==> config.mk <==
export PLATFORM = sky130hd
export DESIGN_NAME = apb2axi_apb_master
export DESIGN_NICKNAME = d
export VERILOG_FILES = /design/src/rtl/apb2axi_pkg.sv /design/src/rtl/apb2axi_apb_master.sv
export SDC_FILE = /design/constraint.sdc
export NUM_CORES = 1
export LEC_CHECK = 0
export BUFFER_PORTS_ARGS = -buffer_cell sky130_fd_sc_hd__buf_2
export CORE_MARGIN = 1
export CORE_UTILIZATION = 45
export CTS_CLUSTER_SIZE = 20
export DETAILED_ROUTE_END_ITERATION = 6
export PLACE_DENSITY = 0.76
export SLEW_MARGIN = 20
export SYNTH_ARGS = -nofsm -noshare
export SYNTH_HDL_FRONTEND = slang
export SYNTH_SLANG_ARGS = --single-unit
==> constraint.sdc <==
create_clock -name pclk -period 11.4 [get_ports pclk]
set_input_delay 2.28 -clock pclk [delete_from_list [all_inputs] [get_ports pclk]]
set_output_delay 2.28 -clock pclk [all_outputs]
set_load 0.01 [all_outputs]
==> src/rtl/apb2axi_pkg.sv <==
// Shared types and sizing for the apb2axi gateway and its host-side APB initiator.
package apb2axi_pkg;

  localparam int unsigned APB_ADDR_W          = 32;
  localparam int unsigned APB_DATA_W          = 32;
  localparam int unsigned APB_MST_TIMEOUT_DEF = 256;

  typedef enum logic [1:0] {
    S_IDLE,
    S_SETUP,
    S_ACCESS,
    S_RESP
  } apb_mst_state_e;

  typedef struct packed {
    logic                  write;
    logic [APB_ADDR_W-1:0] addr;
    logic [APB_DATA_W-1:0] wdata;
  } apb_mst_req_t;

endpackage

==> src/rtl/apb2axi_apb_master.sv <==
// APB3 initiator: one valid/ready request becomes one APB transfer; the result comes back on a
// valid/ready response stream. A watchdog aborts ACCESS phases that never see pready.
module apb2axi_apb_master
  import apb2axi_pkg::*;
#(
  parameter int unsigned APB_ADDR_W     = apb2axi_pkg::APB_ADDR_W,
  parameter int unsigned APB_DATA_W     = apb2axi_pkg::APB_DATA_W,
  parameter int unsigned TIMEOUT_CYCLES = APB_MST_TIMEOUT_DEF
) (
  input  logic                  pclk,
  input  logic                  preset,
  // request stream
  input  logic                  req_valid,
  output logic                  req_ready,
  input  logic                  req_write,
  input  logic [APB_ADDR_W-1:0] req_addr,
  input  logic [APB_DATA_W-1:0] req_wdata,
  // response stream
  output logic                  rsp_valid,
  input  logic                  rsp_ready,
  output logic                  rsp_write,
  output logic [APB_DATA_W-1:0] rsp_rdata,
  output logic                  rsp_slverr,
  output logic                  rsp_timeout,
  // APB3 initiator port
  output logic                  psel,
  output logic                  penable,
  output logic                  pwrite,
  output logic [APB_ADDR_W-1:0] paddr,
  output logic [APB_DATA_W-1:0] pwdata,
  input  logic                  pready,
  input  logic                  pslverr,
  input  logic [APB_DATA_W-1:0] prdata
);

  localparam int unsigned CNT_W = $clog2(TIMEOUT_CYCLES);
  localparam logic [CNT_W-1:0] CNT_LAST = CNT_W'(TIMEOUT_CYCLES - 1);

  apb_mst_state_e state_q, state_d;
  logic [CNT_W-1:0] cnt_q, cnt_d;

  logic                  req_ready_q, req_ready_d;
  logic                  rsp_valid_q, rsp_valid_d;
  logic                  rsp_write_q, rsp_write_d;
  logic [APB_DATA_W-1:0] rsp_rdata_q, rsp_rdata_d;
  logic                  rsp_slverr_q, rsp_slverr_d;
  logic                  rsp_timeout_q, rsp_timeout_d;
  logic                  psel_q, psel_d;
  logic                  penable_q, penable_d;
  logic                  pwrite_q, pwrite_d;
  logic [APB_ADDR_W-1:0] paddr_q, paddr_d;
  logic [APB_DATA_W-1:0] pwdata_q, pwdata_d;

  always_ff @(posedge pclk or posedge preset) begin
    if (preset) begin
      state_q       <= S_IDLE;
      cnt_q         <= '0;
      req_ready_q   <= 1'b0;
      rsp_valid_q   <= 1'b0;
      rsp_write_q   <= 1'b0;
      rsp_rdata_q   <= '0;
      rsp_slverr_q  <= 1'b0;
      rsp_timeout_q <= 1'b0;
      psel_q        <= 1'b0;
      penable_q     <= 1'b0;
      pwrite_q      <= 1'b0;
      paddr_q       <= '0;
      pwdata_q      <= '0;
    end else begin
      state_q       <= state_d;
      cnt_q         <= cnt_d;
      req_ready_q   <= req_ready_d;
      rsp_valid_q   <= rsp_valid_d;
      rsp_write_q   <= rsp_write_d;
      rsp_rdata_q   <= rsp_rdata_d;
      rsp_slverr_q  <= rsp_slverr_d;
      rsp_timeout_q <= rsp_timeout_d;
      psel_q        <= psel_d;
      penable_q     <= penable_d;
      pwrite_q      <= pwrite_d;
      paddr_q       <= paddr_d;
      pwdata_q      <= pwdata_d;
    end
  end

  // Every output is registered, so each branch computes the values seen in the *next* state.
  always_comb begin
    state_d       = state_q;
    cnt_d         = cnt_q;
    req_ready_d   = req_ready_q;
    rsp_valid_d   = rsp_valid_q;
    rsp_write_d   = rsp_write_q;
    rsp_rdata_d   = rsp_rdata_q;
    rsp_slverr_d  = rsp_slverr_q;
    rsp_timeout_d = rsp_timeout_q;
    psel_d        = psel_q;
    penable_d     = penable_q;
    pwrite_d      = pwrite_q;
    paddr_d       = paddr_q;
    pwdata_d      = pwdata_q;

    unique case (state_q)
      S_IDLE: begin
        req_ready_d = 1'b1;
        psel_d      = 1'b0;
        penable_d   = 1'b0;
        // req_ready_q gates acceptance so nothing is taken on the first edge after reset.
        if (req_valid && req_ready_q) begin
          pwrite_d    = req_write;
          paddr_d     = req_addr;
          pwdata_d    = req_wdata;
          req_ready_d = 1'b0;
          psel_d      = 1'b1;
          state_d     = S_SETUP;
        end
      end

      S_SETUP: begin
        penable_d = 1'b1;
        cnt_d     = '0;
        state_d   = S_ACCESS;
      end

      S_ACCESS: begin
        if (pready) begin
          rsp_write_d   = pwrite_q;
          rsp_rdata_d   = pwrite_q ? '0 : prdata;
          rsp_slverr_d  = pslverr;
          rsp_timeout_d = 1'b0;
          rsp_valid_d   = 1'b1;
          psel_d        = 1'b0;
          penable_d     = 1'b0;
          state_d       = S_RESP;
        end else if (cnt_q == CNT_LAST) begin
          rsp_write_d   = pwrite_q;
          rsp_rdata_d   = '0;
          rsp_slverr_d  = 1'b1;
          rsp_timeout_d = 1'b1;
          rsp_valid_d   = 1'b1;
          psel_d        = 1'b0;
          penable_d     = 1'b0;
          state_d       = S_RESP;
        end else begin
          cnt_d = cnt_q + CNT_W'(1);
        end
      end

      S_RESP: begin
        if (rsp_ready) begin
          rsp_valid_d = 1'b0;
          req_ready_d = 1'b1;
          state_d     = S_IDLE;
        end
      end

      default: state_d = S_IDLE;
    endcase
  end

  assign req_ready   = req_ready_q;
  assign rsp_valid   = rsp_valid_q;
  assign rsp_write   = rsp_write_q;
  assign rsp_rdata   = rsp_rdata_q;
  assign rsp_slverr  = rsp_slverr_q;
  assign rsp_timeout = rsp_timeout_q;
  assign psel        = psel_q;
  assign penable     = penable_q;
  assign pwrite      = pwrite_q;
  assign paddr       = paddr_q;
  assign pwdata      = pwdata_q;

endmodule

==> impl_metrics.toml <==
[sta]
clock_skew_ns = 0.00805
slew_headroom_pct = 43.7
hold_viol_final = 0
finalCriticalPeriod_ns = 3.94
rsz0062_at_grt = "false"
hold_ws_ns = 0.471
fin_setup_tns_ns = 0
fmax_mhz = 254
report.final.setup_viol = 0
fin_crit_sh_pct = 34.5
slew_viol_final = 0
worst_pin_slew_ns = 0.845

[global_routing]
grt_use_met3_pct = 8.30
grt_pass1_wl_um = 17600
gr-total-overflow = 0
grt_pass1_vias = 3644
antenna_found_initial = 1
top_usage_layer = "met2"
use_met1_pct = 23.4
grt_max_degree = 63
grtUsageMet2_pct = 35.1
track_usage_pct = 20.7

[floorplanning]
row_count = 37
start_util_pct = 46.4
dieArea_um2 = 11100
core_area_um2 = 10300
die_h_um = 105
ios = 207
die_x_um = 105

[clocking]
root_buffer = "clkbuf_8"
cts_resized = 0
postCtsSetupBuffers = 0
postCtsHoldBufs = 0
clk_pin_slew_ns = 0.05
cts_sinks = 114
cts_tree = "built"
clockBufferDepth = 2
cts-buffers-inserted = 17
worst_skew_pair.late_latency_ns = 0.51
h-tree-depth = 4

[final_layout]
final_cell_mix = "buf_2, dfrtp_1, mux2_2, and4b_1, a21o_1"
layout.cells.non_filler = 693
nets = 654
drive_gt1_share_pct = 57.6
area_growth_pct = 37.1
final_common_cell = "buf_2"
antennaDiodeCount = 0

[placed_design]
dpl.cell_count = 662
place.gp.congestion = 0.805
port_buffers = 206
dp_hpwl_um = 7750

[power_and_ir_drop]
pwr-share-comb_pct = 34.1
pwr-share-clk_pct = 29.9
swShare_pct = 31.0
vdd_ir_drop_max_mv = 0.185
switchingPower_uw = 608
leakage_uw = 0.00361
power_density_nw_per_um2 = 298
p_int_uw = 1350
seqPwrFrac_pct = 36.1

[worst_setup_path]
cp_max_fo = 35
endpoint_kind = "output pin"
cp_slowest_cell = "dfrtp_1"
critPathMaxStageDelay_ns = 0.89
critPathTopFamily = "flip-flops"
critPathLaunchType = "register"
arrival_ns = 1.66
worstPathBufferInverterCount = 1
worstPathRequired_ns = 9.12
critPathKind = "reg -> out"
path_cells = "buf_2"

[synth]
postSynthCellCount = 338
yosys.area_share.simple_pct = 10.6
synth_edf_count = 0
synth_xor_area_share_pct = 0.183
yosysSeqAreaShare_pct = 59.6
yosys_warnings = 0
synth_adder_area_share_pct = 1.57
syn-num-nets = 447
ys_ff_latch = 114
synth.distinct_cells = 37
async_flop_share_pct = 100
synthMuxAreaShare_pct = 16.5
synth_top_family_by_area = "multiplexers"
synth_compound_area_share_pct = 8.42
synthesis.area_um2 = 4790
synthFlopType = "dfrtp_1"
avgSynthCellArea_um2 = 14.2

[job]
maxCapViolations = 0

[detailed_routing]
totalWireLength_um = 11000
drc = 0
postRouteAntennaNets = 0
drt_first_pass_iters = 4
wl_per_cell_um = 15.8
via_per_inst = 5.12
vias = 3549
drt_iter0_markers = 149

[run_status]
outcome = "finished clean"

[worst_hold_path]
worstHoldPathType = "reg -> reg"
## worst reg2reg max path: stages (launching register included)
cell     delay [ns]
dfrtp_1        0.41
inv_1          0.09
ha_1           0.30
nand3_2        0.36
buf_4          0.60
mux2_2         0.43
## state kept, by name, indices dropped and copies added, names as in the netlist
signal,count
rsp_write,1
paddr,32
rsp_rdata,32
rsp_valid,1
rsp_timeout,1
cnt_q,8
pwdata,32
pwrite,1
psel,1
state_q,2
penable,1
rsp_slverr,1
req_ready,1
## layer usage
layer	up-vias	share of wire, %
li1	1645	-
met1	1721	40
met2	167	51
met3	14	8.2
met4	2	1.1
met5	-	0.12
## final cells by class
class                           instances  area [um2]
Timing Repair Buffer                  210        1060
Clock buffer                           23         497
Sequential cell                       114        2850
Clock inverter                          8         171
Fill cell                             802        3760
Inverter                                6        25.0
Tap cell                              136         170
Multi-Input combinational cell        196        1790
## power by group through the flow
stage | Combinational (uW) | Clock, uW | Sequential [uW]
2_1_floorplan | 338 | 0 | 778
3_3_place_gp | 650 | 0 | 700
3_5_place_dp | 674 | 0 | 710
4_1_cts | 675 | 597 | 708
5_1_grt | 721 | 615 | 731
6_report | 667 | 585 | 706
## cell usage after synthesis, drive strengths merged, types with 6 or more instances
cell	n	area, um2
dfrtp	114	2850
and4b	32	320
inv	6	22.5
nand3	8	45.0
a21o	33	249
mux2	68	769
clkbuf	10	37.5
o21ai	7	38.8
buf	12	87.6
nand2	8	30.0
a21oi	7	35.0
ha	6	75.1
## per-stage QoR
step | setup WS (ns) | cell area, um2 | power [uW] | util [%]
6_report | 7.46 | 6560 | 1960 | 63.6
5_1_grt | 7.34 | 6560 | 2070 | 63.6
4_1_cts | 7.40 | 6560 | 1980 | 63.6
3_5_place_dp | 7.39 | 5890 | 1380 | 57.1
3_3_place_gp | 7.44 | 5890 | 1350 | 57.1
2_1_floorplan | 6.10 | 4790 | 1120 | -
## final timing paths
check	to	startpoint	slack (ns)	cells after the start
worst max-delay path	pwrite	pwrite	7.46	1
worst min-delay path	rsp_rdata[26]	rsp_rdata[26]	0.47	1
max in group asynchronous	pwdata[12]	preset	8.32	3
min in group asynchronous	paddr[28]	preset	1.86	2
worst min register to register	rsp_rdata[26]	rsp_rdata[26]	0.47	1
worst max register to register	paddr[0]	state_q[0]	9.10	5
## logic make-up after synthesis
kind of cell / after synthesis
flip-flops: 114
multiplexers: 70
AND/OR/NAND/NOR: 65
AO/OA/AOI/OAI: 54
buffers and inverters: 28
adder cells (fa/ha/maj): 6
XOR/XNOR: 1
Note: power is estimated with default switching activity, not from simulation.
